<file path="src/rtl/sync_det_pkg.sv">
// Shared types and constants for the sync timing detector.
package sync_det_pkg;

   // Lock acquisition state
   typedef enum logic [1:0] {
      SEARCH  = 2'd0,
      MEASURE = 2'd1,
      VERIFY  = 2'd2,
      LOCK    = 2'd3
   } det_state_t;

   localparam int HW_DEF          = 11;
   localparam int VW_DEF          = 10;
   localparam int LOCK_FRAMES_DEF = 2;

   // Sync lines idle high, so synchronizer stages reset high to avoid a false edge on release
   localparam logic SYNC_RST_VAL = 1'b1;

   // Level run-length counter width used by automatic polarity detection
   localparam int POL_CW = 16;

endpackage

</file>
<file path="src/rtl/sync_edge_detect.sv">
// Two-flop synchronizer followed by a registered pulse-start detector.
// With SYNC_DET_POLARITY_AUTO_EN defined, the shorter of the two input levels
// is taken as the pulse and the detector fires on its leading edge; the
// polarity decision holds while freeze is high.
module sync_edge_detect
   import sync_det_pkg::*;
(
   input  logic CLK,
   input  logic RST,
   input  logic sync_in,
`ifdef SYNC_DET_POLARITY_AUTO_EN
   input  logic freeze,
`endif
   output logic edge_pulse
);

   logic s1_reg, s2_reg, s3_reg, pulse_reg;
   logic lvl_now, lvl_prev;

   // Synchronizer, previous-level register and registered edge pulse
   always_ff @(posedge CLK) begin
      if (RST) begin
         s1_reg    <= SYNC_RST_VAL;
         s2_reg    <= SYNC_RST_VAL;
         s3_reg    <= SYNC_RST_VAL;
         pulse_reg <= 1'b0;
      end else begin
         s1_reg    <= sync_in;
         s2_reg    <= s1_reg;
         s3_reg    <= s2_reg;
         pulse_reg <= lvl_prev & ~lvl_now;
      end
   end

`ifdef SYNC_DET_POLARITY_AUTO_EN
   logic [POL_CW-1:0] run_reg, hi_len_reg, lo_len_reg;
   logic              hi_seen_reg, lo_seen_reg, inv_reg;

   // Measure the length of each level run; invert when the high level is the short one
   always_ff @(posedge CLK) begin
      if (RST) begin
         run_reg     <= '0;
         hi_len_reg  <= '0;
         lo_len_reg  <= '0;
         hi_seen_reg <= 1'b0;
         lo_seen_reg <= 1'b0;
         inv_reg     <= 1'b0;
      end else begin
         if (s2_reg != s3_reg) begin
            run_reg <= POL_CW'(1);
            if (s3_reg) begin
               hi_len_reg  <= run_reg;
               hi_seen_reg <= 1'b1;
            end else begin
               lo_len_reg  <= run_reg;
               lo_seen_reg <= 1'b1;
            end
         end else if (run_reg != '1) begin
            run_reg <= run_reg + POL_CW'(1);
         end
         if (!freeze && hi_seen_reg && lo_seen_reg)
            inv_reg <= (hi_len_reg < lo_len_reg);
      end
   end

   // Both taps share the same inversion, so a polarity change never creates an edge
   assign lvl_now  = s2_reg ^ inv_reg;
   assign lvl_prev = s3_reg ^ inv_reg;
`else
   assign lvl_now  = s2_reg;
   assign lvl_prev = s3_reg;
`endif

   assign edge_pulse = pulse_reg;

endmodule

</file>
<file path="src/rtl/sync_timing_detector.sv">
// Measures HSYNC/VSYNC timing, regenerates X/Y position and reports lock.
// Optional build macro: SYNC_DET_POLARITY_AUTO_EN (automatic sync polarity).
module sync_timing_detector
   import sync_det_pkg::*;
#(
   parameter int LOCK_FRAMES = LOCK_FRAMES_DEF,
   parameter int HW          = HW_DEF,
   parameter int VW          = VW_DEF
) (
   input  logic          CLK,
   input  logic          RST,
   input  logic          HSYNC_IN,
   input  logic          VSYNC_IN,
   output logic          LOCKED,
   output logic [HW-1:0] H_TOTAL,
   output logic [VW-1:0] V_TOTAL,
   output logic [HW-1:0] X,
   output logic [VW-1:0] Y,
   output logic          FRAME_STB,
   output logic          LOSS
);

   localparam logic [HW-1:0] HMAX = '1;
   localparam logic [VW-1:0] VMAX = '1;
   localparam logic [4:0]    LF   = 5'(LOCK_FRAMES);

   det_state_t    state_reg, state_next;
   logic [1:0]    sync_raw, sync_edge;
   logic          he, ve, x_sat, frame_match, cnt_done;
   logic [HW-1:0] x_reg, p_reg, pc_reg, h_total_reg;
   logic [VW-1:0] y_reg, fc_reg, v_total_reg, f_meas;
   logic [3:0]    match_cnt_reg;
   logic          frame_stb_reg, loss_reg;
   logic          frame_stb_next, loss_next, cand_load, lock_load, cnt_inc;

   assign sync_raw = {VSYNC_IN, HSYNC_IN};

   // Index 0 is HSYNC, index 1 is VSYNC
   for (genvar gi = 0; gi < 2; gi++) begin : g_sync
      sync_edge_detect u_det (
         .CLK        (CLK),
         .RST        (RST),
         .sync_in    (sync_raw[gi]),
`ifdef SYNC_DET_POLARITY_AUTO_EN
         .freeze     ((state_reg == VERIFY) || (state_reg == LOCK)),
`endif
         .edge_pulse (sync_edge[gi])
      );
   end

   assign he = sync_edge[0];
   assign ve = sync_edge[1];

   // Y is a 1-based line index, so the HE pulses seen since the last VE are Y-1
   assign f_meas      = (y_reg == '0) ? '0 : y_reg - VW'(1);
   assign x_sat       = (x_reg == HMAX);
   assign frame_match = (f_meas == fc_reg) && (p_reg == pc_reg);
   assign cnt_done    = ({1'b0, match_cnt_reg} + 5'd1) >= LF;

   // State register
   always_ff @(posedge CLK) begin
      if (RST) state_reg <= SEARCH;
      else     state_reg <= state_next;
   end

   // Next-state logic; a saturated X means the line sync has gone away
   always_comb begin
      state_next = state_reg;
      if (x_sat) begin
         state_next = SEARCH;
      end else begin
         case (state_reg)
            SEARCH:  if (ve) state_next = MEASURE;
            MEASURE: if (ve) state_next = VERIFY;
            VERIFY: begin
               if (he && (x_reg != pc_reg))
                  state_next = SEARCH;
               else if (ve)
                  state_next = frame_match ? (cnt_done ? LOCK : VERIFY) : MEASURE;
            end
            LOCK: begin
               if ((he && (x_reg != h_total_reg)) || (ve && (f_meas != v_total_reg)))
                  state_next = SEARCH;
            end
            default: state_next = SEARCH;
         endcase
      end
   end

   // Output and datapath control decoded from the transition
   always_comb begin
      frame_stb_next = ve && (state_next == LOCK);
      loss_next      = (state_reg == LOCK) && (state_next != LOCK);
      cand_load      = (state_reg == MEASURE) && (state_next == VERIFY);
      lock_load      = (state_reg == VERIFY) && (state_next == LOCK);
      cnt_inc        = (state_reg == VERIFY) && (state_next == VERIFY) && ve;
   end

   // Position counters, period capture, candidate and locked totals
   always_ff @(posedge CLK) begin
      if (RST) begin
         x_reg         <= '0;
         y_reg         <= '0;
         p_reg         <= '0;
         pc_reg        <= '0;
         fc_reg        <= '0;
         match_cnt_reg <= '0;
         h_total_reg   <= '0;
         v_total_reg   <= '0;
         frame_stb_reg <= 1'b0;
         loss_reg      <= 1'b0;
      end else begin
         if (he) begin
            p_reg <= x_reg;
            x_reg <= HW'(1);
         end else if (!x_sat) begin
            x_reg <= x_reg + HW'(1);
         end
         if (ve)
            y_reg <= VW'(1);
         else if (he && (y_reg != VMAX))
            y_reg <= y_reg + VW'(1);
         if (cand_load) begin
            pc_reg        <= p_reg;
            fc_reg        <= f_meas;
            match_cnt_reg <= '0;
         end else if (cnt_inc) begin
            match_cnt_reg <= match_cnt_reg + 4'd1;
         end
         if (lock_load) begin
            h_total_reg <= pc_reg;
            v_total_reg <= fc_reg;
         end
         frame_stb_reg <= frame_stb_next;
         loss_reg      <= loss_next;
      end
   end

   assign LOCKED    = (state_reg == LOCK);
   assign H_TOTAL   = h_total_reg;
   assign V_TOTAL   = v_total_reg;
   assign X         = x_reg;
   assign Y         = y_reg;
   assign FRAME_STB = frame_stb_reg;
   assign LOSS      = loss_reg;

endmodule
</file>
<file path="config.mk">
export PLATFORM = sky130hd
export DESIGN_NAME = sync_timing_detector
export DESIGN_NICKNAME = d
export VERILOG_FILES = /design/src/rtl/sync_det_pkg.sv /design/src/rtl/sync_edge_detect.sv /design/src/rtl/sync_timing_detector.sv
export SDC_FILE = /design/constraint.sdc
export NUM_CORES = 1
export LEC_CHECK = 0
export BUFFER_PORTS_ARGS = -buffer_cell sky130_fd_sc_hd__clkbuf_2
export CAP_MARGIN = 30
export CELL_PAD_IN_SITES_DETAIL_PLACEMENT = 1
export CELL_PAD_IN_SITES_GLOBAL_PLACEMENT = 1
export CORE_MARGIN = 1.5
export CORE_UTILIZATION = 47
export CTS_CLUSTER_SIZE = 16
export DETAILED_ROUTE_END_ITERATION = 7
export PLACE_DENSITY_LB_ADDON = 0.12
export SETUP_SLACK_MARGIN = 0.3
export SKIP_CTS_REPAIR_TIMING = 1
export SYNTH_ARGS = -nofsm -noshare
export SYNTH_HDL_FRONTEND = slang
export SYNTH_SLANG_ARGS = --single-unit
export TNS_END_PERCENT = 30
</file>
<file path="constraint.sdc">
create_clock -name CLK -period 10.55 [get_ports CLK]
set_input_delay 2.11 -clock CLK [delete_from_list [all_inputs] [get_ports CLK]]
set_output_delay 2.11 -clock CLK [all_outputs]
set_load 0.02 [all_outputs]
</file>
## After elaboration in Yosys (flattened, before gate mapping)

Cells that the tools add are included.

- Logic and storage cells: 77
- Bits of input ports: 4
- Output and inout bits: 45
- Register bits: 90

- Multiplexer cells: 14
- Reduce and logical (&&, ||, !) cells: 18
- Add/sub/neg operators: 5
- Equal/unequal tests: 14
- $lt $le $gt $ge: 1
- Bitwise gates (word level): 4

Operators by type and width:

| operator | number |
|---|---|
| 11-bit != test | 2 |
| 2-bit two-way mux | 7 |
| 11-bit by 1-bit adder with 11-bit output, second input constant | 1 |
| 11-bit equality test | 1 |
| 11-bit equality test, second input constant | 1 |
| 1-bit logical AND | 11 |
| 10-bit by 1-bit adder with 10-bit output, second input constant | 1 |
| 10-bit equality test | 1 |
| 10-bit logical NOT | 1 |
| 10-bit two-way mux | 1 |
| 10-bit != test | 1 |
| 10-bit != test, second input constant | 1 |
| 10-bit by 1-bit subtractor with 10-bit output, second input constant | 1 |
| 2-bit equality test, second input constant | 4 |
| 2-bit case mux with 4 select lines | 1 |
| 2-bit OR reduction | 3 |
| 4-bit by 1-bit adder with 5-bit output, second input constant | 1 |
| 5-bit by 2-bit greater-or-equal comparator with 1-bit output, second input constant | 1 |
| 1-bit two-way mux | 5 |
| 4-bit by 1-bit adder with 4-bit output, second input constant | 1 |
| 1-bit bitwise AND | 2 |
| 2-bit by 1-bit equality test with 1-bit output, second input constant | 1 |
| 2-bit logical NOT | 1 |
| 2-bit by 1-bit != test with 1-bit output, second input constant | 1 |
| 4 further kinds | 5 |

## Logic depth before layout (Yosys ltp)

- Word-level depth: 12
- Mapped depth: 14
- Gate-level depth less buffers: 11

## Hierarchy

A second synthesis with hierarchy kept.

- Cells, all modules: 560
- Area, all modules: 4,765.8 um^2

Modules (own cells, without submodules):

| module | cells each | sequential area each (um^2) | instances | area an instance (um^2) |
|---|---|---|---|---|
| sync_timing_detector | 544 | 1,641.6 | 1 | 4,553.1 |
| sync_edge_detect | 8 | 80.1 | 2 | 106.4 |

## Least setup slack after synthesis

No wires, ideal clock.

- Kind: register to register
- Start point: register y_reg[2] (netlist: Y[2])
- End point: register match_cnt_reg[1]
- Buffers on the path: 3
- Setup time: 115 ps
- Period minus slack after synthesis: 4,021 ps
- Data arrival time: 3,906 ps
- Required time: 10,435 ps
- Cell stages (with the launch flop): 13
- Path slack: 6,529 ps
- Cells stage by stage: dfxtp_1 -> buf_6 -> or4_4 -> buf_6 -> or3_4 -> buf_6 -> o21a_1 -> o32a_1 -> or4_1 -> or4_4 -> and2_4 -> or4b_1 -> and3_1

- Cells in the longest elaborated chain, start to end: 12
- Elaborated cells on any way between the ends: 19
- Those cells by class: add/sub: 1; eq/ne: 3; mux: 7; reduce/logical: 8

Ends and longest elaborated chain:

| element | RTL line | source |
|---|---|---|
| start, declared | sync_timing_detector.sv:31 | `logic [VW-1:0] y_reg, fc_reg, v_total_reg, f_meas;` |
| start signal, assigned | sync_timing_detector.sv:122 | `y_reg <= y_reg + VW'(1);` |
| 10-bit by 1-bit subtractor with 10-bit output or 10-bit logical NOT (tied branches) | sync_timing_detector.sv:55 | `assign f_meas = (y_reg == '0) ? '0 : y_reg - VW'(1);` |
| 10-bit two-way mux * | sync_timing_detector.sv:55 |  |
| 10-bit equality test | sync_timing_detector.sv:57 | `assign frame_match = (f_meas == fc_reg) && (p_reg == pc_reg);` |
| 1-bit logical AND | sync_timing_detector.sv:57 |  |
| 2-bit two-way mux | sync_timing_detector.sv:79 | `state_next = frame_match ? (cnt_done ? LOCK : VERIFY) : MEASURE;` |
| 2-bit two-way mux | sync_timing_detector.sv:78 | `else if (ve)` |
| 2-bit two-way mux | sync_timing_detector.sv:76 | `if (he && (x_reg != pc_reg))` |
| 2-bit case mux with 4 select lines * | sync_timing_detector.sv:72 | `case (state_reg)` |
| 2-bit two-way mux * | sync_timing_detector.sv:69 | `if (x_sat) begin` |
| 2-bit equality test * | sync_timing_detector.sv:94, sync_timing_detector.sv:96 |  |
| 1-bit logical AND, on equally long branches | sync_timing_detector.sv:94, sync_timing_detector.sv:96 |  |
| 2-bit OR reduction (no line) or 1-bit logical AND (tied branches) | n/a |  |
| end signal, assigned | sync_timing_detector.sv:128 | `match_cnt_reg <= match_cnt_reg + 4'd1;` |
| end, declared | sync_timing_detector.sv:32 | `logic [3:0] match_cnt_reg;` |

Mark *: on every way between the ends. The rest lies on a longest branch, timed or not.
A chain may end at the register's enable or synchronous reset.

## Worst setup path after layout

- Start point: register y_reg[3] (netlist: Y[3])
- End point: register loss_reg (netlist: LOSS)

- Cells in the longest elaborated chain, start to end: 11
- Elaborated cells on any way between the ends: 16
- Those cells by class: add/sub: 1; eq/ne: 3; mux: 7; reduce/logical: 5

Ends and longest elaborated chain:

| element | RTL line | source |
|---|---|---|
| 10-bit by 1-bit subtractor with 10-bit output or 10-bit logical NOT (tied branches) | sync_timing_detector.sv:55 |  |
| 10-bit two-way mux * | sync_timing_detector.sv:55 |  |
| 10-bit equality test | sync_timing_detector.sv:57 |  |
| 1-bit logical AND | sync_timing_detector.sv:57 |  |
| 2-bit two-way mux | sync_timing_detector.sv:79 |  |
| 2-bit two-way mux | sync_timing_detector.sv:78 |  |
| 2-bit two-way mux | sync_timing_detector.sv:76 |  |
| 2-bit case mux with 4 select lines * | sync_timing_detector.sv:72 |  |
| 2-bit two-way mux * | sync_timing_detector.sv:69 |  |
| 2-bit != test * | sync_timing_detector.sv:93 | `loss_next = (state_reg == LOCK) && (state_next != LOCK);` |
| 1-bit logical AND * | sync_timing_detector.sv:93 |  |
| end signal, assigned | sync_timing_detector.sv:135 | `loss_reg <= loss_next;` |
| end, declared | sync_timing_detector.sv:33 | `logic frame_stb_reg, loss_reg;` |

Marks and branches as above.

==> results.json <==
{
  "final_nets": 581,
  "critPathKind": "register to register",
  "grt_overflow_total": 0,
  "min_path_cells": 2,
  "path_cells": "or4_4 > or3_4 > o21a_1 > o32a_1 > or4_1 > nor4_1 > o211a_1 > nor2_1 > o311a_1",
  "start_util_pct": 48.65,
  "synth-edff-count": 0,
  "multiInputGateArea_um2": 2482,
  "ir_drop_uv": 69.64,
  "cts_sinks": 90,
  "p_leak_uw": 0.002079,
  "path_clk_slew_ns": 0.10,
  "fin_setup_tns_ns": 0,
  "finalWorstSetupSlack_ns": 6.403,
  "diodes": 0,
  "final.min_clock_period_ns": 4.147,
  "gp_congestion": 0.9019,
  "setup_violations": 0,
  "switchingPower_uw": 194.8,
  "wirelength_um": 12680,
  "grt_usage_pct": 26.33,
  "worst_path_max_delay_cell": "o211a_1",
  "swShare_pct": 27.86,
  "root_buffer": "clkbuf_8",
  "outcome": "completed",
  "cts_tree": "yes",
  "hold_viol": 0,
  "synth_flop_cell": "dfxtp_1",
  "dp_slack_ns": 6.463,
  "min_period_over_period_pct": 39.31,
  "maxSlewHeadroom_pct": 38.92,
  "synth.distinct_cells": 55,
  "power_frac_clock_pct": 39.7,
  "clk_path_buf_depth": 2,
  "max_stage_delay_ns": 0.71,
  "dp_hpwl_um": 8858,
  "fmax_ghz": 0.2411,
  "fillers": 1129,
  "cp_max_fo": 22,
  "drive_gt1_share_pct": 14.56,
  "drt-pass1-iter-count": 4,
  "grt_max_degree": 66,
  "cp.required_ns": 10.82,
  "cp-start-kind": "register",
  "maxCapViolCount": 0,
  "wl_per_cell_um": 17.97,
  "synth_nets": 555,
  "pwr-share-comb_pct": 10.1,
  "die_area_um2": 10160,
  "synthArstFlopShare_pct": 0,
  "syn_inst": 546,
  "placed_cells": 689,
  "cp-end-kind": "register",
  "worst_slew_pin_slew_ns": 0.9137,
  "hold_class": "register to register",
  "report.final.slew_viol_count": 0,
  "design_area_um2": 5016,
  "place_area_um2": 4761,
  "hold_ws_ns": 0.4153,
  "die_h_um": 100.8,
  "ant_nets": 0,
  "p_int_uw": 504.4,
  "via_per_inst": 5.632,
  "fin_cells": 706,
  "num_rows": 35,
  "ff_latch_area_um2": 1802,
  "clk_latency_ns": 0.37,
  "drt_iter0_drc": 139,
  "die_x_um": 100.8,
  "area_growth_pct": 11.58,
  "drcViolationCount": 0,
  "rsz0062_at_grt": "no",
  "synthesis.area_um2": 4496,
  "yosysSeqAreaShare_pct": 40.08,
  "io_buffers": 48,
  "htree_levels": 3,
  "yosysWarnings": 0,
  "r2r.worst_path.cells": 9,
  "cts_buffers": 9,
  "grt_pass1_wl_um": 20710,
  "vias": 3976,
  "coreArea_um2": 9240,
  "p_per_area_nw_per_um2": 139.4,
  "syn_area_per_cell_um2": 8.234,
  "power_frac_seq_pct": 50.2,
  "antenna_found_initial": 0,
  "finalClockSkew_ns": 0.01775,
  "worstPathArrival_ns": 4.41,
  "io_pins": 49,
  "ys_ff_latch": 90,
  "grt_pass1_vias": 3992
}
path summary, 6_finish.rpt:
path,slack (ns),endpoint,from
max reg2reg,6.40,LOSS,Y[3]
max,6.40,LOSS,Y[3]
min,0.42,g_sync[0].u_det.edge_pulse,g_sync[0].u_det.lvl_prev
min reg2reg,0.42,g_sync[0].u_det.edge_pulse,g_sync[0].u_det.lvl_prev
cell families (layout without fill, tap and decap cells):
| group | count (synthesis) | after routing | synth area share (%) |
|---|---|---|---|
| AND/OR/NAND/NOR | 226 | 226 | 24.85 |
| AO/OA/AOI/OAI | 98 | 98 | 13.08 |
| flip-flops | 90 | 90 | 40.08 |
| XOR/XNOR | 65 | 65 | 12.97 |
| buffers and inverters | 49 | 80 | 4.703 |
| multiplexers | 13 | 13 | 2.922 |
| adder cells (fa/ha/maj) | 5 | 5 | 1.392 |
power by group through the flow:
stage / Clock [µW] / Combinational, µW / Sequential, µW
4_1_cts: 283 / 70.9 / 351
3_3_place_gp: 0 / 67.7 / 358
2_1_floorplan: 0 / 53.1 / 356
6_report: 278 / 70.6 / 351
3_5_place_dp: 0 / 70.0 / 359
5_1_grt: 296 / 77.7 / 352
critical path: cells and delay by family (launching register included):
kind / cells / cell delay [ns]
DFF: 1 / 0.46
and+or+nand+nor: 5 / 2.15
AOI/OAI and AO/OA: 4 / 1.43
placed cells by master, fill, tap and decap left out, drive strengths merged, types with 2 or more instances in the layout:
master | netlist | final
and3 | 13 | 13
mux2i | 12 | 12
o2111ai | 2 | 2
a22oi | 2 | 2
nor2b | 3 | 3
a21oi | 51 | 51
a2111oi | 2 | 2
ha | 5 | 5
inv | 9 | 14
nand2 | 68 | 68
or2 | 8 | 8
nor3 | 10 | 10
a211oi | 6 | 6
nand4b | 2 | 2
nand3 | 34 | 34
or4 | 5 | 5
or3 | 6 | 6
nor3b | 3 | 3
nor4 | 8 | 8
bufinv | 0 | 2
nor4b | 3 | 3
o21ai | 15 | 15
nor2 | 47 | 47
clkbuf | 31 | 58
buf | 8 | 5
and2 | 5 | 5
o32ai | 2 | 2
o31ai | 2 | 2
xor2 | 44 | 44
o21a | 3 | 3
a31oi | 4 | 4
nand4 | 8 | 8
xnor2 | 20 | 20
dfxtp | 90 | 90
routing by layer:
metal  wire length [µm]  vias up  part of all wire, %  global-route usage [%]
met5                  0        -                    0                       0
met4                179        0                  1.4                   7.584
met3                654       14                  5.2                   3.814
met2               5990       75                   47                   43.50
met1               5859     1950                   46                   35.78
li1                   -     1937                    -                       -
cell usage after synthesis, types with 2 or more instances:
| master | number | area [µm²] |
|---|---|---|
| and2_1 | 4 | 25.02 |
| mux2i_1 | 12 | 120.1 |
| ha_1 | 5 | 62.56 |
| clkbuf_1 | 31 | 116.4 |
| nor4b_1 | 3 | 26.28 |
| or4_1 | 3 | 22.52 |
| nor3_1 | 10 | 50.05 |
| nor2_1 | 47 | 176.4 |
| or3_1 | 5 | 31.28 |
| inv_1 | 9 | 33.78 |
| nand4b_1 | 2 | 17.52 |
| o21a_1 | 3 | 22.52 |
| a22oi_1 | 2 | 15.01 |
| or4_4 | 2 | 22.52 |
| a31oi_1 | 4 | 25.02 |
| a21oi_1 | 51 | 255.2 |
| o21ai_0 | 15 | 75.07 |
| xor2_1 | 44 | 385.4 |
| o2111ai_1 | 2 | 17.52 |
| nand4_1 | 8 | 50.05 |
| nor4_1 | 8 | 50.05 |
| buf_1 | 3 | 11.26 |
| nor3b_1 | 3 | 22.52 |
| nand2_1 | 68 | 255.2 |
| o32ai_1 | 2 | 17.52 |
| nor2b_1 | 3 | 18.77 |
| dfxtp_1 | 90 | 1802 |
| a211oi_1 | 6 | 45.04 |
| o31ai_1 | 2 | 15.01 |
| buf_6 | 3 | 33.78 |
| and3_1 | 12 | 75.07 |
| xnor2_1 | 20 | 175.2 |
| a2111oi_0 | 2 | 17.52 |
| nand3_1 | 34 | 170.2 |
| or2_2 | 8 | 50.05 |
stage by stage:
stage / total power (µW) / util (%)
after floorplan: 408.7 / -
after global placement: 426.0 / 51.52
after detailed placement: 428.5 / 51.52
after CTS: 705.0 / 54.01
after global routing: 725.8 / 54.29
final: 699.2 / 54.29
final cells by class:
| class | instances | share of cell area, % |
|---|---|---|
| Inverter | 10 | 0.7483 |
| Sequential cell | 90 | 35.92 |
| Multi-Input combinational cell | 407 | 49.49 |
| Tap cell | 129 | 3.218 |
| Timing Repair Buffer | 54 | 6.036 |
| Clock inverter | 7 | 2.120 |
| Clock buffer | 9 | 2.469 |
Power figures use the tool's default switching activity.
